`config.mk`:
```
export PLATFORM = sky130hd
export DESIGN_NAME = stream_decryptor
export DESIGN_NICKNAME = d
export VERILOG_FILES = /design/src/rtl/stream_decryptor_pkg.sv /design/src/rtl/sync_fifo.sv /design/src/rtl/stream_decryptor.sv
export SDC_FILE = /design/constraint.sdc
export NUM_CORES = 1
export LEC_CHECK = 0
export BUFFER_PORTS_ARGS = -buffer_cell sky130_fd_sc_hd__buf_2
export CAP_MARGIN = 20
export CELL_PAD_IN_SITES_DETAIL_PLACEMENT = 0
export CELL_PAD_IN_SITES_GLOBAL_PLACEMENT = 1
export CORE_ASPECT_RATIO = 1.75
export CORE_UTILIZATION = 53
export CTS_BUF_LIST = sky130_fd_sc_hd__clkbuf_4 sky130_fd_sc_hd__clkbuf_8
export DETAILED_ROUTE_END_ITERATION = 6
export GPL_TIMING_DRIVEN = 0
export MAX_ROUTING_LAYER = met4
export PLACE_DENSITY_LB_ADDON = 0.25
export SETUP_SLACK_MARGIN = 0.02
export SKIP_CTS_REPAIR_TIMING = 1
export SLEW_MARGIN = 5
export SYNTH_ARGS = -nofsm -noshare
export SYNTH_HDL_FRONTEND = slang
export SYNTH_SLANG_ARGS = --single-unit
```
`constraint.sdc`:
```
create_clock -name clk -period 4.9 [get_ports clk]
set_input_delay 0.49 -clock clk [delete_from_list [all_inputs] [get_ports clk]]
set_output_delay 0.49 -clock clk [all_outputs]
set_load 0.01 [all_outputs]
```
`src/rtl/stream_decryptor_pkg.sv`:
```
// Shared types and constants for the stream decryptor.
// Inverse S-box table, FSM state and default LFSR taps.
package stream_decryptor_pkg;

    typedef enum logic {
        IDLE = 1'b0,
        RUN  = 1'b1
    } state_t;

    localparam logic [15:0] DEFAULT_TAPS = 16'hB400;

    localparam logic [3:0] INV_SBOX [16] = '{
        4'h5, 4'hE, 4'hF, 4'h8,
        4'hC, 4'h1, 4'h2, 4'hD,
        4'hB, 4'h4, 4'h6, 4'h3,
        4'h0, 4'h7, 4'h9, 4'hA
    };

    function automatic logic [3:0] inv_sbox(
        input logic [3:0] c
    );
        return INV_SBOX[c];
    endfunction

endpackage

```
`src/rtl/sync_fifo.sv`:
```
// Single-clock FIFO with a zero-when-empty head output.
// Clear wins over push and pop in the same cycle.
module sync_fifo #(
    parameter int DW    = 16,
    parameter int DEPTH = 4
) (
    input  logic          clk,
    input  logic          rst_n,
    input  logic          flush,
    input  logic          push,
    input  logic [DW-1:0] wdata,
    input  logic          pop,
    output logic          full,
    output logic          empty,
    output logic [DW-1:0] rdata
);

    localparam int AW = $clog2(DEPTH);

    logic [DW-1:0] mem [DEPTH];
    logic [AW-1:0] wptr;
    logic [AW-1:0] rptr;
    logic [AW:0]   cnt;
    logic          do_push;
    logic          do_pop;

    assign full    = (cnt == (AW+1)'(DEPTH));
    assign empty   = (cnt == '0);
    assign do_pop  = pop && !empty;
    assign do_push = push && (!full || do_pop);
    assign rdata   = empty ? '0 : mem[rptr];

    always_ff @(posedge clk or negedge rst_n) begin
        if (!rst_n) begin
            wptr <= '0;
            rptr <= '0;
            cnt  <= '0;
        end else if (flush) begin
            wptr <= '0;
            rptr <= '0;
            cnt  <= '0;
        end else begin
            wptr <= wptr + AW'(do_push);
            rptr <= rptr + AW'(do_pop);
            cnt  <= cnt + (AW+1)'(do_push)
                        - (AW+1)'(do_pop);
        end
    end

    always_ff @(posedge clk) begin
        if (do_push && !flush)
            mem[wptr] <= wdata;
    end

endmodule

```
`src/rtl/stream_decryptor.sv`:
```
// Streaming nibble decryptor: inverse S-box then LFSR keystream XOR.
// Plaintext is queued in an output FIFO behind valid/ready.
module stream_decryptor
    import stream_decryptor_pkg::*;
#(
    parameter int NIBBLES = 4,
    parameter int DEPTH   = 4,
    localparam int DW     = 4*NIBBLES,
    parameter logic [DW-1:0] TAPS = DW'(DEFAULT_TAPS)
) (
    input  logic          clk,
    input  logic          rst_n,
    input  logic          key_load,
    input  logic [DW-1:0] key_seed,
    input  logic          bypass,
    input  logic          flush,
    input  logic          in_valid,
    output logic          in_ready,
    input  logic [DW-1:0] in_data,
    output logic          out_valid,
    input  logic          out_ready,
    output logic [DW-1:0] out_data,
    output logic [15:0]   word_cnt,
    output logic          key_err
);

    state_t        state;
    state_t        state_nxt;
    logic [DW-1:0] lfsr;
    logic [DW-1:0] lfsr_step;
    logic [DW-1:0] plain;
    logic          seed_ok;
    logic          acc;
    logic          full;
    logic          empty;

    assign seed_ok   = key_load && (|key_seed);
    assign acc       = in_valid && in_ready && !flush;
    assign out_valid = !empty;
    assign lfsr_step = lfsr[0] ? ((lfsr >> 1) ^ TAPS)
                               : (lfsr >> 1);

    always_ff @(posedge clk or negedge rst_n) begin
        if (!rst_n)
            state <= IDLE;
        else
            state <= state_nxt;
    end

    always_comb begin
        state_nxt = state;
        unique case (1'b1)
            flush:   state_nxt = IDLE;
            seed_ok: state_nxt = RUN;
            default: state_nxt = state;
        endcase
    end

    always_comb begin
        in_ready = (state == RUN) && !full;
    end

    for (genvar g = 0; g < NIBBLES; g++) begin : g_lane
        assign plain[4*g +: 4] = bypass
            ? in_data[4*g +: 4]
            : inv_sbox(in_data[4*g +: 4]) ^ lfsr[4*g +: 4];
    end

    // A load in the same cycle as an accept wins over the advance.
    always_ff @(posedge clk or negedge rst_n) begin
        if (!rst_n)
            lfsr <= '0;
        else if (seed_ok && !flush)
            lfsr <= key_seed;
        else if (acc && !bypass)
            lfsr <= lfsr_step;
    end

    always_ff @(posedge clk or negedge rst_n) begin
        if (!rst_n)
            key_err <= 1'b0;
        else if (key_load && !flush)
            key_err <= ~|key_seed;
    end

    always_ff @(posedge clk or negedge rst_n) begin
        if (!rst_n)
            word_cnt <= '0;
        else if (out_valid && out_ready)
            word_cnt <= word_cnt + 16'd1;
    end

    sync_fifo #(
        .DW    (DW),
        .DEPTH (DEPTH)
    ) u_fifo (
        .clk   (clk),
        .rst_n (rst_n),
        .flush (flush),
        .push  (acc),
        .wdata (plain),
        .pop   (out_ready),
        .full  (full),
        .empty (empty),
        .rdata (out_data)
    );

endmodule

```
Yosys cells after proc, flatten, opt, wreduce, memory -nomap -nowiden. Memories as Yosys holds them, arrays and structs flattened. Index checks and enable logic that the tools add are counted.

Add/sub/neg operators: 5. Order comparisons: 4. Eq/ne operators: 1. Mux-type cells: 22. Bitwise operators: 9. Reduce and logical (&&, ||, !) cells: 20.

Operator list (number): $mux W16 (4); $mux W4 (12); $ge A5 B5 Y1 const B (4); $not A4 Y5 (4); $add A16 B1 Y16 const B (1); $reduce_or A16 Y1 (1); $xor A4 B4 Y4 (4); $logic_and A1 B1 Y1 (10); $logic_not A1 Y1 (5); $add A2 B1 Y2 (2); $mux W2 (2); $not A3 Y4 (1); $reduce_bool A2 Y1 (2); $add A3 B1 Y3 (1); $eq A3 B3 Y1 const B (1); $logic_not A3 Y1 (1); $mux W3 (1); $sub A3 B1 Y3 (1); $mux W1 (2); $pmux W1 S2 (1); $logic_or A1 B1 Y1 (1).

Flip-flop bits (word level): 41. RAM bits: 64. Memory bits (read-only): 256. Input bits: 39. Memories kept: 5.

Memories: (no name shown) (depth 16, width 4, read ports 1, clocked after memory_dff 0, write ports 0, RTL line stream_decryptor_pkg.sv:22) `return INV_SBOX[c];`; (no name shown) (depth 16, width 4, read ports 1, clocked after memory_dff 0, write ports 0, RTL line stream_decryptor_pkg.sv:22); (no name shown) (depth 16, width 4, read ports 1, clocked after memory_dff 0, write ports 0, RTL line stream_decryptor_pkg.sv:22); (no name shown) (depth 16, width 4, read ports 1, clocked after memory_dff 0, write ports 0, RTL line stream_decryptor_pkg.sv:22); u_fifo.mem (depth 4, width 16, read ports 1, clocked after memory_dff 0, write ports 1, RTL line sync_fifo.sv:20) `logic [DW-1:0] mem [DEPTH];`.

Logic depth before layout (Yosys ltp). Gate-level depths: netlist of run 1.

Depth after elaboration: 9. Gate-level depth with buffers: 11. Mapped depth without buffers: 9.

Modules after synthesis. Synthesis of run 1 repeated with hierarchy kept, for this count alone.

Cells, all modules: 445. Area total of the unflattened synthesis: 5819.3 µm².

By module, submodules not included: sync_fifo (times used 1, cells an instance 140, area an instance 2950.3 µm², sequential area each 2097.0 µm²); stream_decryptor (times used 1, cells an instance 305, area an instance 2869.0 µm², sequential area each 850.8 µm²).

Worst setup path after synthesis of run 1. OpenSTA, ideal clock, no wires.

Path type: input-to-reg. Start point: in flush. End point: mem u_fifo.mem[0][0] (enable). Setup time: 413 ps. Arrival: 2349 ps. Setup slack: 2138 ps. Stages: 3. Cells stage by stage: buf_6 nor4b_2 nor3b_1.

Longest elaborated chain between the ends: 6.

RTL lines: from (decl) (RTL line stream_decryptor.sv:16) `input logic flush,`; $logic_not A1 Y1 * (RTL line sync_fifo.sv:51, stream_decryptor.sv:38); $logic_and A1 B1 Y1 (RTL line stream_decryptor.sv:38) `assign acc = in_valid && in_ready && !flush;`; $logic_and A1 B1 Y1 (RTL line sync_fifo.sv:30) `assign do_push = push && (!full || do_pop);`; $logic_and A1 B1 Y1 * (RTL line sync_fifo.sv:51) `if (do_push && !flush)`; $mux W1 * (RTL line sync_fifo.sv:51); $mux W1 (implied by the code) * (RTL line sync_fifo.sv:52) `mem[wptr] <= wdata;`; to (decl) (RTL line sync_fifo.sv:20).

Mark *: on every way between the ends. The rest lies on a longest branch, timed or not.

Worst setup path in the final report of run 1.
Start point: reg u_fifo.rptr[1]. End point: out out_data[11].

Longest elaborated chain between the ends: 2.

RTL lines: from (decl) (RTL line sync_fifo.sv:22) `logic [AW-1:0] rptr;`; from (signal assigned) (RTL line sync_fifo.sv:44) `rptr <= rptr + AW'(do_pop);`; $mem_v2 Z4 W16; $mux W16 (RTL line sync_fifo.sv:31) `assign rdata = empty ? '0 : mem[rptr];`; to (decl) (RTL line stream_decryptor.sv:22) `output logic [DW-1:0] out_data,`.

Every way passes these cells.

==> flow_metrics.env, run 1 <==
export IMPL_outcome="completed"
export IMPL_die_h_microns=138
export IMPL_synthArstFlopShare=0.390
export IMPL_io_pins=74
export IMPL_max_cap_violations=0
export IMPL_layout_cells_non_filler=656
export IMPL_r2r_slack_ps=2260
export IMPL_arrival_ps=2310
export IMPL_min_period_ps=2800
export IMPL_p_sw_frac=0.315
export IMPL_r2r_end="u_fifo.cnt[2]$_DFF_PN0_"
export IMPL_routabilityCongestion=0.835
export IMPL_cts_root_buf="clkbuf_8"
export IMPL_port_buffers=67
export IMPL_worst_r2r_path_depth=11
export IMPL_cts_buffer_depth=2
export IMPL_final_hold_violation_count=0
export IMPL_synthFlopType="edfxtp_1"
export IMPL_postPlaceCellArea_sq_um=6180
export IMPL_antenna_found_initial=0
export IMPL_setup_viol=0
export IMPL_crit_required_ps=4410
export IMPL_insertion_delay_ps=370
export IMPL_p_leak_nw=2.72
export IMPL_utilization=0.619
export IMPL_ir_drop_uv=216
export IMPL_cp_start_kind="flop"
export IMPL_grt_pass1_wl_mm=17.9
export IMPL_path_class="reg -> out"
export IMPL_syn_area_sq_um=5630
export IMPL_dp_final_hpwl_mm=8.56
export IMPL_grt_pass1_vias=3747
export IMPL_yosysTopAreaCell="edfxtp_1"
export IMPL_fp_row_count=49
export IMPL_grt_overflow=0
export IMPL_drt_antenna_violating_nets=0
export IMPL_num_vias=3654
export IMPL_yosys_warnings=0
export IMPL_cts_clk_slew_worst_paths_ps=100
export IMPL_p_int_mw=1.64
export IMPL_seq_power_share=0.467
export IMPL_via_per_inst=5.57
export IMPL_nNetsFinal=591
export IMPL_cts_max_level=3
export IMPL_ys_types=54
export IMPL_numCtsBuffers=9
export IMPL_synth_seq_area_share=0.524
export IMPL_maxSlewViolCount=0
export IMPL_crit_slowest_cell="buf_1"
export IMPL_worstPathCellList="clkbuf_1 > buf_1 > mux4_2 > and2_1 > buf_2"
export IMPL_synth_edf_count=64
export IMPL_p_switching_uw=757
export IMPL_final_cell_area_sq_um=6380
export IMPL_die_area_sq_um=11100
export IMPL_max_freq_mhz=357
export IMPL_rsz0062_at_grt="false"
export IMPL_finalWorstSetupSlack_ps=2100
export IMPL_grt_total_usage=0.220
export IMPL_drt_iter0_drc=117
export IMPL_die_x_microns=79.9
export IMPL_crit_start="u_fifo.rptr[1]$_DFF_PN0_"
export IMPL_cts_tree="built"
export IMPL_firstDrtPassIters=4
export IMPL_r2r_start="u_fifo.cnt[1]$_DFF_PN0_"
export IMPL_hp_class="in -> async"
export IMPL_clock_skew_ps=13.0
export IMPL_syn_to_final_growth_pct=13.2
export IMPL_synth_seq_cells=105
export IMPL_pwr_share_clk=0.220
export IMPL_slowest_delay_ps=540
export IMPL_coreArea_sq_um=10300
export IMPL_finalCritPeriodShare=0.571
export IMPL_grt_max_degree=42
export IMPL_pre_cts_ws_ps=2240
export IMPL_comb_power_share=0.312
export IMPL_drive_above_1_share=0.246
export IMPL_cp_max_fo=10
export IMPL_wl_per_cell_microns=16.9
export IMPL_antennaDiodeCount=0
export IMPL_synth_area_per_cell_sq_um=12.7
export IMPL_end_kind="primary output"
export IMPL_wl_mm=11.1
export IMPL_power_density_nw_per_um2=377
export IMPL_drc=0
export IMPL_fin_tns_setup_ps=0
export IMPL_yosys_top_cells_area="edfxtp_1 (34%), dfrtp_1 (18%), mux4_2 (8.8%)"
export IMPL_synth_nets=509
export IMPL_max_slew_margin=0.382
export IMPL_initial_utilization=0.547
export IMPL_postSynthCellCount=442
export IMPL_dpl_cell_count=640
export IMPL_synth_top_area_share=0.341
export IMPL_fillers=837
export IMPL_cts_sink_count=105
export IMPL_worst_pin_slew_ps=927
[kinds of logic (layout without fill, tap and decap cells)]
logic type	after synthesis	after routing	share of synthesized area
multiplexers	52	52	0.143
AO/OA/AOI/OAI	54	54	0.0618
adder cells (fa/ha/maj)	28	28	0.0636
XOR/XNOR	35	35	0.0544
buffers and inverters	48	135	0.0389
AND/OR/NAND/NOR	120	120	0.115
flip-flops	105	105	0.524
[worst max path at each step]
stage,cells past startpoint,endpoint,slack (ps)
floorplan,3,u_fifo.mem[0][0]$_DFFE_PP_,2140
global placement,4,u_fifo.mem[0][10]$_DFFE_PP_,1050
detailed placement,11,u_fifo.cnt[2]$_DFF_PN0_,2240
CTS,5,out_data[5],1970
global route,5,out_data[7],1840
finish,5,out_data[11],2100
[synthesized netlist by cell type, drive strengths merged, types with 2 or more instances]
cell type / n
nor2: 14
mux2: 6
nor4: 4
a21oi: 6
a32oi: 2
xor2: 10
nand4: 4
edfxtp: 64
mux2i: 24
nand2: 39
and3: 6
mux4: 22
o21ai: 28
xnor2: 25
inv: 20
and2: 20
ha: 27
nand3: 6
nor3b: 3
a21boi: 4
nand2b: 5
buf: 9
and4: 3
a311oi: 3
nor2b: 7
clkbuf: 18
dfrtp: 41
or3: 2
nor3: 2
[flip-flops by register name, summed over array words and instances (netlist names)]
signal	flops
key_err	1
u_fifo.wptr	2
u_fifo.mem	64
state	1
u_fifo.rptr	2
u_fifo.cnt	3
lfsr	16
word_cnt	16
[through the flow]
step | total power, mW | hold slack (ps)
final | 2.40 | 250
after global routing | 2.55 | 317
after CTS | 2.43 | 271
after detailed placement | 1.91 | 458
after global placement | 1.87 | 454
after floorplan | 1.64 | 194
[power groups by stage]
stage	clock network (mW)	logic (mW)	registers (mW)
floorplan	0	0.512	1.13
global placement	0	0.738	1.14
detailed placement	0	0.765	1.14
CTS	0.542	0.766	1.12
global route	0.580	0.838	1.13
finish	0.529	0.750	1.12
[cells in the final DEF (no fill, tap or decap), types with 7 or more instances in the layout]
cell type / instances
buf_2: 70
edfxtp_1: 64
dfrtp_1: 41
nand2_1: 39
ha_1: 27
xnor2_1: 25
mux2i_1: 24
mux4_2: 22
and2_1: 20
inv_1: 20
clkbuf_1: 18
o21ai_0: 15
o21ai_1: 13
nor2_1: 12
xor2_1: 10
clkbuf_8: 9
nor2b_1: 7
[cell type report]
type                    instances  area (sq um)  area share
clock buffers                   9           124      0.0194
clock inverters                 7          68.8      0.0108
flip-flops and latches        105          2950       0.462
repair buffers                 71           384      0.0602
well taps                     127           159      0.0249
plain buffers                  27           140      0.0220
multi-input cells             289          2470       0.388
inverters                      21          78.8      0.0124
[per-layer routing]
| metal | vias to the layer above | track usage | share of wire |
|---|---|---|---|
| li1 | 1753 | - | - |
| met1 | 1797 | 0.224 | 0.38 |
| met2 | 85 | 0.405 | 0.57 |
| met3 | 19 | 0.0350 | 0.031 |
| met4 | 0 | 0.0902 | 0.024 |
| met5 | - | - | 0 |
[critical path, delay by kind of cell (launching register included)]
kind                   cells  cell delay, ps
and+or+nand+nor            1             170
DFF                        1             350
buffers and inverters      3            1030
muxes                      1             400
Power figures use the tool's default switching activity.
==> run 2: changes to the inputs <==
--- a/config.mk
+++ b/config.mk
@@ -10,7 +10,7 @@
 export CELL_PAD_IN_SITES_DETAIL_PLACEMENT = 0
 export CELL_PAD_IN_SITES_GLOBAL_PLACEMENT = 1
 export CORE_ASPECT_RATIO = 1.75
-export CORE_UTILIZATION = 53
+export CORE_UTILIZATION = 49
 export CTS_BUF_LIST = sky130_fd_sc_hd__clkbuf_4 sky130_fd_sc_hd__clkbuf_8
 export DETAILED_ROUTE_END_ITERATION = 6
 export GPL_TIMING_DRIVEN = 0
==> constraint.sdc (replaced) <==
create_clock -name clk -period 2.6 [get_ports clk]
set_input_delay 0.26 -clock clk [delete_from_list [all_inputs] [get_ports clk]]
set_output_delay 0.26 -clock clk [all_outputs]
set_load 0.01 [all_outputs]
==> run 2 against run 1 <==
Power rose by 87%; worst setup slack got worse by 2000 ps; sequential share of layout area rose by 0.074 points; non-clock buffer count fell by 3; global-route usage fell by 1.4 points; critical path type is now reg -> reg; via count fell by 1.1%; highest routed layer unchanged; first-iteration DRC count fell by 20%; final cell count rose by 0.30%; hold slack got worse by 220 ps; die area rose by 8.0%; sequential power rose by 89%.
==> flow_metrics.env, run 2 (same netlist as run 1, synthesis figures left out) <==
export IMPL_power_density_nw_per_um2=706
export IMPL_postPlaceCellArea_sq_um=6180
export IMPL_max_slew_margin=0.352
export IMPL_grt_max_degree=42
export IMPL_port_buffers=67
export IMPL_p_leak_nw=2.70
export IMPL_insertion_delay_ps=380
export IMPL_die_h_microns=144
export IMPL_r2r_start="u_fifo.cnt[2]$_DFF_PN0_"
export IMPL_clock_skew_ps=18.4
export IMPL_largest_reg_flops=64
export IMPL_rsz0062_at_grt="true"
export IMPL_initial_utilization=0.504
export IMPL_cts_tree="built"
export IMPL_arrival_ps=2760
export IMPL_final_cell_mix="buf_2 (69), edfxtp_1 (64), dfrtp_1 (40), nand2_1 (39), ha_1 (27)"
export IMPL_utilization=0.570
export IMPL_min_period_ps=2480
export IMPL_numCtsBuffers=9
export IMPL_slowest_delay_ps=450
export IMPL_hp_class="in -> async"
export IMPL_fp_row_count=51
export IMPL_syn_to_final_growth_pct=13.1
export IMPL_crit_slowest_cell="or3_4"
export IMPL_crit_required_ps=2880
export IMPL_final_hold_violation_count=0
export IMPL_routabilityCongestion=0.844
export IMPL_antennaDiodeCount=0
export IMPL_num_vias=3613
export IMPL_finalCritPeriodShare=0.953
export IMPL_grt_total_usage=0.206
export IMPL_die_area_sq_um=11900
export IMPL_cts_buffer_depth=2
export IMPL_max_freq_mhz=404
export IMPL_nNetsFinal=588
export IMPL_final_cell_area_sq_um=6370
export IMPL_wl_per_cell_microns=16.9
export IMPL_end_kind="flop"
export IMPL_worstPathCellList="or3_4 > and2_1 > clkbuf_1 > ha_1 > inv_1 > ha_1 > inv_1 > fa_1 > xnor2_1 > nor2_1"
export IMPL_max_flop_register="u_fifo.mem"
export IMPL_ir_drop_uv=439
export IMPL_cts_root_buf="clkbuf_8"
export IMPL_p_total_mw=4.50
export IMPL_cts_sink_count=105
export IMPL_cp_start_kind="flop"
export IMPL_hold_ws_ps=33.4
export IMPL_via_per_inst=5.49
export IMPL_drc=0
export IMPL_dpl_cell_count=643
export IMPL_worst_pin_slew_ps=972
export IMPL_cts_max_level=3
export IMPL_setup_viol=0
export IMPL_antenna_found_initial=0
export IMPL_max_cap_violations=0
export IMPL_dp_final_hpwl_mm=8.51
export IMPL_firstDrtPassIters=4
export IMPL_grt_pass1_wl_mm=18.4
export IMPL_final_common_cell="buf_2"
export IMPL_reg_top3="u_fifo.mem (64), lfsr (16), word_cnt (16)"
export IMPL_grt_pass1_vias=3678
export IMPL_path_class="reg -> reg"
export IMPL_drt_antenna_violating_nets=0
export IMPL_coreArea_sq_um=11200
export IMPL_cp_max_fo=9
export IMPL_layout_cells_non_filler=658
export IMPL_worst_r2r_path_depth=10
export IMPL_outcome="completed"
export IMPL_grt_overflow=0
export IMPL_maxSlewViolCount=0
export IMPL_fillers=926
export IMPL_drive_above_1_share=0.251
export IMPL_wl_mm=11.1
export IMPL_drt_iter0_drc=94
export IMPL_io_pins=74
export IMPL_crit_start="u_fifo.cnt[2]$_DFF_PN0_"
export IMPL_cts_clk_slew_worst_paths_ps=110
export IMPL_die_x_microns=83.0
run 2: area by class of cell:
cell class,instances,area (sq um),area share
plain buffers,26,140,0.0220
clock buffers,9,124,0.0194
clock inverters,7,61.3,0.00963
inverters,21,78.8,0.0124
multi-input cells,289,2480,0.390
flip-flops and latches,105,2950,0.463
well taps,132,165,0.0259
repair buffers,69,365,0.0574
run 2: where the power goes:
group / total, mW / switching, mW / internal, mW
clock network: 0.960 / 0.592 / 0.368
logic: 1.42 / 0.725 / 0.695
registers: 2.12 / 0.151 / 1.97
run 2: path summary, 6_finish.rpt:
check                      slack (ps)                        to
min in group clk                  110         state$_DFFE_PN0P_
min reg2reg                       480  word_cnt[15]$_DFFE_PN0P_
max in group asynchronous        1920   u_fifo.cnt[1]$_DFF_PN0_
max reg2reg                       120   u_fifo.cnt[2]$_DFF_PN0_
max                               120   u_fifo.cnt[2]$_DFF_PN0_
min                                30   word_cnt[7]$_DFFE_PN0P_
run 2: layer usage:
layer  GRT usage  part of all wire  up-vias
met5           -                 0        -
met4      0.0789             0.013        0
met3      0.0362             0.030       11
met2       0.376              0.57       82
met1       0.222              0.39     1768
li1            -                 -     1752
run 2: critical path: cells and delay by family (launching register included):
kind / cells / cell delay (ps)
flip-flops: 1 / 440
XOR/XNOR: 1 / 180
adder cells (fa/ha/maj): 3 / 820
AND/OR/NAND/NOR: 3 / 680
buffers and inverters: 3 / 270
run 2: stage by stage:
step                      setup slack [ps]  TNS (ps)
final                                  123         0
after global routing                 -34.4     -34.4
after CTS                             -100      -888
after detailed placement             -46.0     -46.0
after global placement                -168     -7120
after floorplan                        221         0
